File: src/rtl/mc_ctrl_pkg.sv
// Shared state, opcode and control-field encodings for the
// multicycle MIPS control unit.
package mc_ctrl_pkg;

   typedef enum logic [3:0] {
      FETCH    = 4'd0,
      DECODE   = 4'd1,
      MEMADR   = 4'd2,
      MEMRD    = 4'd3,
      MEMWB    = 4'd4,
      MEMWR    = 4'd5,
      RTYPE_EX = 4'd6,
      RTYPE_WB = 4'd7,
      ADDI_EX  = 4'd8,
      ADDI_WB  = 4'd9,
      BRANCH   = 4'd10,
      JUMP     = 4'd11
   } state_t;

   localparam logic [5:0] OP_RTYPE = 6'b000000;
   localparam logic [5:0] OP_LW    = 6'b100011;
   localparam logic [5:0] OP_SW    = 6'b101011;
   localparam logic [5:0] OP_ADDI  = 6'b001000;
   localparam logic [5:0] OP_BEQ   = 6'b000100;
   localparam logic [5:0] OP_BNE   = 6'b000101;
   localparam logic [5:0] OP_J     = 6'b000010;

   localparam logic [1:0] ALU_RTYPE = 2'b00;
   localparam logic [1:0] ALU_ADD   = 2'b01;
   localparam logic [1:0] ALU_BEQ   = 2'b10;
   localparam logic [1:0] ALU_BNE   = 2'b11;

   localparam logic [1:0] SRCB_RT    = 2'b00;
   localparam logic [1:0] SRCB_FOUR  = 2'b01;
   localparam logic [1:0] SRCB_IMM   = 2'b10;
   localparam logic [1:0] SRCB_IMMSH = 2'b11;

   localparam logic [1:0] PCSRC_ALU    = 2'b00;
   localparam logic [1:0] PCSRC_ALUOUT = 2'b01;
   localparam logic [1:0] PCSRC_JUMP   = 2'b10;

   typedef struct packed {
      logic       pc_write;
      logic       pc_write_cond;
      logic       iord;
      logic       mem_read;
      logic       mem_write;
      logic       ir_write;
      logic       mem_to_reg;
      logic       dst_reg;
      logic       reg_write;
      logic       alu_src_a;
      logic [1:0] alu_src_b;
      logic [1:0] alu_op;
      logic [1:0] pc_source;
   } ctrl_t;

endpackage

File: src/rtl/mc_ctrl_decode.sv
// Combinational decode: current state plus opcode to datapath
// controls, next state, trap and retire strobes.
module mc_ctrl_decode
   import mc_ctrl_pkg::*;
#(
   parameter int unsigned OP_W    = 6,
   parameter bit          TRAP_EN = 1'b1
) (
   input  state_t          state_i,
   input  logic [OP_W-1:0] opcode_i,
   input  logic [OP_W-1:0] op_q_i,
   input  logic            ready_i,
   output ctrl_t           ctrl_o,
   output state_t          next_o,
   output logic            illegal_o,
   output logic            done_o
);

   always_comb begin
      ctrl_o    = '0;
      next_o    = FETCH;
      illegal_o = 1'b0;
      done_o    = 1'b0;
      case (state_i)
         FETCH: begin
            ctrl_o.mem_read  = 1'b1;
            ctrl_o.alu_src_b = SRCB_FOUR;
            ctrl_o.alu_op    = ALU_ADD;
            ctrl_o.ir_write  = ready_i;
            ctrl_o.pc_write  = ready_i;
            next_o = ready_i ? DECODE : FETCH;
         end
         DECODE: begin
            ctrl_o.alu_src_b = SRCB_IMMSH;
            ctrl_o.alu_op    = ALU_ADD;
            unique case (1'b1)
               opcode_i == OP_W'(OP_RTYPE): next_o = RTYPE_EX;
               opcode_i == OP_W'(OP_LW),
               opcode_i == OP_W'(OP_SW):    next_o = MEMADR;
               opcode_i == OP_W'(OP_ADDI):  next_o = ADDI_EX;
               opcode_i == OP_W'(OP_BEQ),
               opcode_i == OP_W'(OP_BNE):   next_o = BRANCH;
               opcode_i == OP_W'(OP_J):     next_o = JUMP;
               default: begin
                  next_o    = FETCH;
                  illegal_o = TRAP_EN;
                  done_o    = 1'b1;
               end
            endcase
         end
         MEMADR: begin
            ctrl_o.alu_src_a = 1'b1;
            ctrl_o.alu_src_b = SRCB_IMM;
            ctrl_o.alu_op    = ALU_ADD;
            next_o = (op_q_i == OP_W'(OP_LW)) ? MEMRD : MEMWR;
         end
         MEMRD: begin
            ctrl_o.mem_read = 1'b1;
            ctrl_o.iord     = 1'b1;
            next_o = ready_i ? MEMWB : MEMRD;
         end
         MEMWB: begin
            ctrl_o.reg_write  = 1'b1;
            ctrl_o.mem_to_reg = 1'b1;
            done_o = 1'b1;
         end
         MEMWR: begin
            ctrl_o.mem_write = 1'b1;
            ctrl_o.iord      = 1'b1;
            next_o = ready_i ? FETCH : MEMWR;
            done_o = ready_i;
         end
         RTYPE_EX: begin
            ctrl_o.alu_src_a = 1'b1;
            ctrl_o.alu_src_b = SRCB_RT;
            ctrl_o.alu_op    = ALU_RTYPE;
            next_o = RTYPE_WB;
         end
         RTYPE_WB: begin
            ctrl_o.reg_write = 1'b1;
            ctrl_o.dst_reg   = 1'b1;
            done_o = 1'b1;
         end
         ADDI_EX: begin
            ctrl_o.alu_src_a = 1'b1;
            ctrl_o.alu_src_b = SRCB_IMM;
            ctrl_o.alu_op    = ALU_ADD;
            next_o = ADDI_WB;
         end
         ADDI_WB: begin
            ctrl_o.reg_write = 1'b1;
            done_o = 1'b1;
         end
         BRANCH: begin
            ctrl_o.alu_src_a     = 1'b1;
            ctrl_o.alu_src_b     = SRCB_RT;
            ctrl_o.pc_write_cond = 1'b1;
            ctrl_o.pc_source     = PCSRC_ALUOUT;
            ctrl_o.alu_op = (op_q_i == OP_W'(OP_BNE)) ? ALU_BNE : ALU_BEQ;
            done_o = 1'b1;
         end
         JUMP: begin
            ctrl_o.pc_write  = 1'b1;
            ctrl_o.pc_source = PCSRC_JUMP;
            done_o = 1'b1;
         end
         default: next_o = FETCH;
      endcase
   end

endmodule

File: src/rtl/multicycle_control.sv
// Multicycle MIPS control FSM: state, latched opcode and the
// retired-instruction counter around the decode block.
module multicycle_control
   import mc_ctrl_pkg::*;
#(
   parameter int unsigned OP_W          = 6,
   parameter int unsigned ALUOP_W       = 2,
   parameter bit          MEM_HANDSHAKE = 1'b1,
   parameter bit          TRAP_EN       = 1'b1,
   parameter int unsigned CNT_W         = 32
) (
   input  logic               clk,
   input  logic               rst_n,
   input  logic [OP_W-1:0]    opcode,
   input  logic               mem_ready,
   output logic               PCWrite,
   output logic               PCWriteCond,
   output logic               IorD,
   output logic               MemRead,
   output logic               MemWrite,
   output logic               IRWrite,
   output logic               MemtoReg,
   output logic               dstReg,
   output logic               RegWrite,
   output logic               ALUSrcA,
   output logic [1:0]         ALUSrcB,
   output logic [ALUOP_W-1:0] ALUop,
   output logic [1:0]         PCSource,
   output logic               illegal_op,
   output logic               instr_done,
   output logic [CNT_W-1:0]   instr_count,
   output logic [3:0]         state_dbg
);

   state_t            state_q, state_d;
   logic [OP_W-1:0]   op_q;
   logic [CNT_W-1:0]  cnt_q, cnt_d;
   ctrl_t             ctrl;
   logic              ready, illegal, done;

   assign ready = MEM_HANDSHAKE ? mem_ready : 1'b1;

   mc_ctrl_decode #(
      .OP_W    (OP_W),
      .TRAP_EN (TRAP_EN)
   ) u_decode (
      .state_i   (state_q),
      .opcode_i  (opcode),
      .op_q_i    (op_q),
      .ready_i   (ready),
      .ctrl_o    (ctrl),
      .next_o    (state_d),
      .illegal_o (illegal),
      .done_o    (done)
   );

   assign cnt_d = done ? cnt_q + CNT_W'(1) : cnt_q;

   always_ff @(posedge clk) begin
      if (!rst_n) begin
         state_q <= FETCH;
         op_q    <= '0;
         cnt_q   <= '0;
      end else begin
         state_q <= state_d;
         cnt_q   <= cnt_d;
         if (state_q == DECODE) op_q <= opcode;
      end
   end

   // Write-type strobes are held off for the whole reset window.
   assign PCWrite     = ctrl.pc_write & rst_n;
   assign PCWriteCond = ctrl.pc_write_cond & rst_n;
   assign IRWrite     = ctrl.ir_write & rst_n;
   assign RegWrite    = ctrl.reg_write & rst_n;
   assign MemWrite    = ctrl.mem_write & rst_n;
   assign illegal_op  = illegal & rst_n;
   assign instr_done  = done & rst_n;

   assign IorD        = ctrl.iord;
   assign MemRead     = ctrl.mem_read;
   assign MemtoReg    = ctrl.mem_to_reg;
   assign dstReg      = ctrl.dst_reg;
   assign ALUSrcA     = ctrl.alu_src_a;
   assign ALUSrcB     = ctrl.alu_src_b;
   assign ALUop       = ALUOP_W'(ctrl.alu_op);
   assign PCSource    = ctrl.pc_source;
   assign instr_count = cnt_q;
   assign state_dbg   = state_q;

endmodule

File: config.mk
export PLATFORM = sky130hd
export DESIGN_NAME = multicycle_control
export DESIGN_NICKNAME = d
export VERILOG_FILES = /design/src/rtl/mc_ctrl_pkg.sv /design/src/rtl/mc_ctrl_decode.sv /design/src/rtl/multicycle_control.sv
export SDC_FILE = /design/constraint.sdc
export NUM_CORES = 1
export LEC_CHECK = 0
export BUFFER_PORTS_ARGS = -buffer_cell sky130_fd_sc_hd__buf_2
export CORE_MARGIN = 8
export CORE_UTILIZATION = 50
export DETAILED_ROUTE_END_ITERATION = 8
export GPL_TIMING_DRIVEN = 0
export PLACE_DENSITY = 0.83
export SKIP_CTS_REPAIR_TIMING = 1
export SLEW_MARGIN = 40
export SYNTH_ARGS = -nofsm -noshare
export SYNTH_HDL_FRONTEND = slang
export SYNTH_HIERARCHICAL = 1
export SYNTH_SLANG_ARGS = --single-unit
File: constraint.sdc
create_clock -name clk -period 7.74 [get_ports clk]
set_input_delay 0.387 -clock clk [delete_from_list [all_inputs] [get_ports clk]]
set_output_delay 0.387 -clock clk [all_outputs]
set_load 0.005 [all_outputs]
== Word level (Yosys, flattened, before mapping) ==
Index checks and enable logic that the tools add are counted.

* Register bits: 42
* Bits of input ports: 9
* Output and inout bits: 54
* Logic and storage cells: 63

* Add/sub/neg operators: 1
* Equal/unequal tests: 19
* Muxes and demuxes: 22
* Bitwise operators: 7
* Reduce and logical (&&, ||, !) cells: 11

{| class="wikitable"
|+ Operators with widths
! kind !! count
|-
| $add A32 B1 Y32 const B || 1
|-
| $pmux W4 S7 || 1
|-
| $pmux W4 S5 || 1
|-
| $eq A6 B3 Y1 const B || 3
|-
| $eq A6 B6 Y1 const B || 3
|-
| $eq A4 B3 Y1 const B || 4
|-
| $eq A4 B4 Y1 const B || 4
|-
| $pmux W4 S4 || 1
|-
| $mux W1 || 13
|-
| $reduce_or A2 Y1 || 5
|-
| $mux W3 || 3
|-
| $eq A4 B2 Y1 const B || 2
|-
| $and A1 B1 Y1 || 7
|-
| $reduce_or A7 Y1 || 1
|-
| $eq A6 B2 Y1 const B || 1
|-
| $eq A6 B4 Y1 const B || 1
|-
| $logic_not A6 Y1 || 1
|-
| $reduce_or A5 Y1 || 1
|-
| $eq A4 B1 Y1 const B || 1
|-
| $logic_not A4 Y1 || 1
|-
| $pmux W2 S2 || 1
|-
| $reduce_or A4 Y1 || 1
|-
| $pmux W1 S3 || 1
|-
| $reduce_or A3 Y1 || 1
|-
| $pmux W1 S2 || 1
|}

== Depth between registers and ports, before layout ==
* Depth in word-level cells: 5
* Gate-level depth with buffers: 10
* Gate-level depth less buffers: 7

== By module ==
Netlist, hierarchy kept.

{| class="wikitable"
|+ By module, submodules not included
! module !! times used !! cells each !! area an instance (sq um) !! seq. area each (sq um)
|-
| multicycle_control || 1 || 214 || 1894.3 || 840.8
|-
| mc_ctrl_decode || 1 || 87 || 564.3 || 0.0
|}

== Worst setup path after synthesis ==
OpenSTA, ideal clock, no wires.

* Path type: reg2reg
* Start: register state_q[1] (netlist: state_dbg[1])
* End: register cnt_q[25] (netlist: instr_count[25])
* Library setup time: 0.070 ns
* Data arrival time: 2.421 ns
* Required time: 7.670 ns
* Slack: 5.249 ns
* Cell stages (with the launch flop): 11
* Path buffers: 3
* Clock period less this slack: 2.491 ns
* Cells stage by stage: dfxtp_1 > buf_2 > xor2_1 > o22a_1 > a32o_1 > buf_2 > and2_1 > clkbuf_1 > nand3_1 > or4_1 > a21oi_1

* Cells in the longest elaborated chain, start to end: 3
* Elaborated cells between the ends (all ways): 9
* Those cells by class: eq/ne (7); mux (1); reduce/logical (1)

{| class="wikitable"
|+ Ends and longest elaborated chain
! element !! RTL line !! source
|-
| from (decl) || multicycle_control.sv:35 || <nowiki>state_t state_q, state_d;</nowiki>
|-
| from (signal assigned) || multicycle_control.sv:65 || <nowiki>state_q <= state_d;</nowiki>
|-
| $eq A4 B4 Y1 / $eq A4 B3 Y1 (equally long branches) || mc_ctrl_decode.sv:24 || <nowiki>case (state_i)</nowiki>
|-
| $reduce_or A5 Y1 (no line) || n/a ||
|-
| $pmux W1 S3 (*) || mc_ctrl_decode.sv:24 ||
|-
| via done || multicycle_control.sv:39 || <nowiki>logic ready, illegal, done;</nowiki>
|-
| to (signal assigned) || multicycle_control.sv:66 || <nowiki>cnt_q <= cnt_d;</nowiki>
|-
| to (decl) || multicycle_control.sv:37 || <nowiki>logic [CNT_W-1:0] cnt_q, cnt_d;</nowiki>
|}

The timed path passes the listed nets; every way through them passes the cells marked *.
A chain may end at the register's enable or synchronous reset.

== Worst setup path in the final report ==
* Start: register state_q[1] (netlist: state_dbg[1])
* End: register cnt_q[27] (netlist: instr_count[27])

The elaborated chain is that of the path after synthesis.

==> tab_implementation.tex <==
\begin{tabular}{lr}
\hline
Metric & Value \\
\hline
\multicolumn{2}{l}{\textbf{Die}} \\
\quad Die X & 86.12 µm \\
\quad Number of primary I/O pins & 63 \\
\quad Die Footprint & around 0.0074 mm² \\
\quad Number of core rows & 25 \\
\quad Initial standard-cell utilization of the core & 0.5205 \\
\quad Placeable core area & 0.004723 mm² \\
\quad Die span in y & 86.12 µm \\
\multicolumn{2}{l}{\textbf{Placement}} \\
\quad Area of placed instances & 0.002853 mm² \\
\quad Final Wtd Congestion & 0.8391 \\
\quad Worst slack after detailed placement & between 4 and 5 ns \\
\quad \# port buffers & 62 \\
\quad Post-DP HPWL & 4.732 mm \\
\multicolumn{2}{l}{\textbf{STA}} \\
\quad Final critical-path setup slack & between 4 and 5 ns \\
\quad Portion of the clock cycle consumed by the worst path in the final layout & 0.3850 \\
\quad Relative slew slack & 0.6304 \\
\quad Clock tree skew after final layout & a little over 0.006 ns \\
\quad Finish-stage setup viols & 0 \\
\quad Max frequency & 335.6 MHz \\
\quad Tightest hold margin & 0.4101 ns \\
\quad Fin crit period & 2.980 ns \\
\quad Worst-margin pin slew & 0.5521 ns \\
\quad Final Hold Vio Count & 0 \\
\quad Final slew viol count & 0 \\
\quad Setup Total Neg Slack & 0 ns \\
\quad Unrepaired setup endpoints after global routing & false \\
\multicolumn{2}{l}{\textbf{Logic synthesis}} \\
\quad Share of async-settable or async-resettable flops after synthesis & 0 \\
\quad Yosys warning total & 6 \\
\quad Number of flops mapped to enable cells by yosys & 0 \\
\quad Synthesized area divided by synthesized cell count & 8.168 µm² \\
\quad Synthesized netlist net count & 311 \\
\quad Post-synthesis instance area & between 0.002 and 0.0025 mm² \\
\quad Seq/Total Area, Yosys & 0.3420 \\
\quad Post-synthesis sequential element count & 42 \\
\quad Most used flip-flop cell after synthesis & sky130\_fd\_sc\_hd\_\_dfxtp\_1 \\
\quad Number of distinct standard cells referenced by the synthesized netlist & 49 \\
\quad Synthesized netlist cell count & 301 \\
\multicolumn{2}{l}{\textbf{Detailed routing}} \\
\quad Final wirelength & 6.375 mm \\
\quad DRC violation count after routing & 0 \\
\quad Number of nets still failing antenna checks after routing & 0 \\
\quad Detailed-route wire length per cell & approximately 15 µm \\
\quad Drt initial violations & 192 \\
\quad Per-cell via count in the routed design & 5.795 \\
\quad Routed via count & 2538 \\
\quad TritonRoute pass-1 iters & 4 \\
\multicolumn{2}{l}{\textbf{Finish}} \\
\quad Most common cell after layout, fill and taps aside & sky130\_fd\_sc\_hd\_\_buf\_2 \\
\quad Area Growth Syn to Fin & 20.10\% \\
\quad Final nets & 380 \\
\quad Antenna diode instance count & 0 \\
\quad Highest-count cells in the layout ignoring fill and taps & 70 x sky130\_fd\_sc\_hd\_\_buf\_2, 42 x sky130\_fd\_sc\_hd\_\_dfxtp\_1, 26 x sky130\_fd\_sc\_hd\_\_nor2\_1 \\
\quad Final instance area & approximately 0.0030 mm² \\
\quad Number of fill cells in the layout & 428 \\
\quad Layout cells sized above 1 & 0.2453 \\
\multicolumn{2}{l}{\textbf{GRT}} \\
\quad Overall overflow remaining after global route & 0 \\
\quad Vias in the first global route & roughly 2500 \\
\quad Combined global-route utilization of all metal layers & 0.1737 \\
\quad Global-route wire length before repair & 10.80 mm \\
\quad Initial antenna violation count & 0 \\
\quad Largest net degree at the start of global routing & 13 \\
\multicolumn{2}{l}{\textbf{Pwr}} \\
\quad Total design power & 0.0004187 W \\
\quad Power density over cell area & 141.8 mW/mm² \\
\quad Leak pwr & 1.200 nW \\
\quad Worst-case vdd ir drop & between 0.0001 and 0.00015 V \\
\multicolumn{2}{l}{\textbf{CTS}} \\
\quad Insertion delay to the later sink of the worst-skew pair & 0.29 ns \\
\quad Number of clock buffers inserted by TritonCTS & 5 \\
\quad Sink count of the clock tree & 42 \\
\quad CTS HTree Levels & 2 \\
\quad Clock tree from TritonCTS & yes \\
\quad Cell chosen for the clock root & sky130\_fd\_sc\_hd\_\_clkbuf\_8 \\
\quad Maximum buffer depth of the clock tree & 2 \\
\quad Register clock-pin slew on the reported worst setup and hold paths & 0.08 ns \\
\multicolumn{2}{l}{\textbf{Job}} \\
\quad Max-capacitance violation count & 0 \\
\multicolumn{2}{l}{\textbf{Outcome}} \\
\quad Run status & finished, final reports clean \\
\multicolumn{2}{l}{\textbf{Worst hold path}} \\
\quad Path type of the worst min-delay path & input pin to flip-flop \\
\multicolumn{2}{l}{\textbf{Worst setup path}} \\
\quad Data arrival time of the critical path & $\sim$3.2 ns \\
\quad Setup crit end kind & flip-flop \\
\quad Critical-path maximum fanout & 10 \\
\quad Endpoint required time on the critical path & 7.96 ns \\
\quad Type of element launching the critical path & flip-flop \\
\quad Type of the worst setup path & flip-flop to flip-flop \\
\hline
\end{tabular}
[worst max-delay path, cell delays in order, from the launching register on]
cell and delay (ns):
sky130_fd_sc_hd__dfxtp_1 0.49, sky130_fd_sc_hd__buf_2 0.28, sky130_fd_sc_hd__xor2_1 0.21, sky130_fd_sc_hd__o22a_1 0.16, sky130_fd_sc_hd__a32o_1 0.11, sky130_fd_sc_hd__buf_2 0.20
sky130_fd_sc_hd__and2_1 0.15, sky130_fd_sc_hd__clkbuf_1 0.26, sky130_fd_sc_hd__nand3_1 0.33, sky130_fd_sc_hd__or4_1 0.58, sky130_fd_sc_hd__a21oi_1 0.15
[state kept, by name (all words and copies together) (netlist names)]
signal / flops
op_q: 6
instr_count: 32
state_dbg: 4
[layer usage]
layer  track usage  routed length (µm)  vias up
met2        0.3065                3112       79
met4       0.04777                  53        0
met5             0                   0        -
met1        0.1990                2792     1193
met3       0.04680                 416        8
li1              -                   -     1258
[worst paths after layout]
kind	startpoint	end	slack (ns)	depth (start not counted)
setup / recovery	state_dbg[1]$_SDFF_PN0_	instr_count[27]$_SDFFE_PN0P_	4.76	10
hold reg to reg	instr_count[31]$_SDFFE_PN0P_	instr_count[31]$_SDFFE_PN0P_	0.49	2
hold / removal	opcode[4]	op_q[4]$_SDFFE_PN0N_	0.41	3
setup reg to reg	state_dbg[1]$_SDFF_PN0_	instr_count[27]$_SDFFE_PN0P_	4.76	10
[cells by family after synthesis]
family,Yosys count,synth area share
AO/OA/AOI/OAI,63,0.1573
multiplexers,8,0.03257
XOR/XNOR,12,0.04275
AND/OR/NAND/NOR,149,0.3659
adder cells (fa/ha/maj),1,0.005088
flip-flops,42,0.3420
buffers and inverters,26,0.05445
[metrics by stage]
step | instances | utilization
3_5_place_dp | 430 | 0.6040
5_1_grt | 438 | 0.6252
3_3_place_gp | 430 | 0.6040
4_1_cts | 438 | 0.6233
2_1_floorplan | 301 | -
6_report | 438 | 0.6252
[cell usage after synthesis, types with 3 or more instances]
cell type,n,area share
sky130_fd_sc_hd__dfxtp_1,42,0.34
sky130_fd_sc_hd__nor2_1,26,0.040
sky130_fd_sc_hd__a21oi_1,22,0.045
sky130_fd_sc_hd__o21ai_0,15,0.031
sky130_fd_sc_hd__nand2_1,14,0.021
sky130_fd_sc_hd__o31ai_1,14,0.043
sky130_fd_sc_hd__and2_1,13,0.033
sky130_fd_sc_hd__nand4_1,13,0.033
sky130_fd_sc_hd__or4_1,12,0.037
sky130_fd_sc_hd__nand3_1,11,0.022
sky130_fd_sc_hd__xor2_1,9,0.032
sky130_fd_sc_hd__buf_2,8,0.016
sky130_fd_sc_hd__clkbuf_1,8,0.012
sky130_fd_sc_hd__mux2i_1,8,0.033
sky130_fd_sc_hd__nor2b_1,8,0.020
sky130_fd_sc_hd__or3_1,8,0.020
sky130_fd_sc_hd__and3_1,6,0.015
sky130_fd_sc_hd__nor3_1,6,0.012
sky130_fd_sc_hd__inv_1,5,0.0076
sky130_fd_sc_hd__nor3b_1,4,0.012
sky130_fd_sc_hd__nor4_1,4,0.010
sky130_fd_sc_hd__and4_1,3,0.011
sky130_fd_sc_hd__buf_4,3,0.0092
sky130_fd_sc_hd__xnor2_1,3,0.011
[where the power goes]
group / internal, W / switching [W]
sequential: 0.000220 / 0.00000426
clock: 0.0000720 / 0.0000719
combinational: 0.0000224 / 0.0000285
total: 0.000314 / 0.000105
[cell type report]
class	instances	area, µm²	share of cell area
well taps	67	83.83	0.02839
multi-input cells	233	1493	0.5055
plain buffers	21	115.1	0.03898
clock inverters	1	5.005	0.001695
clock buffers	7	86.33	0.02924
inverters	5	18.77	0.006356
repair buffers	62	310.3	0.1051
flip-flops and latches	42	840.8	0.2847
Power figures use the tool's default switching activity.
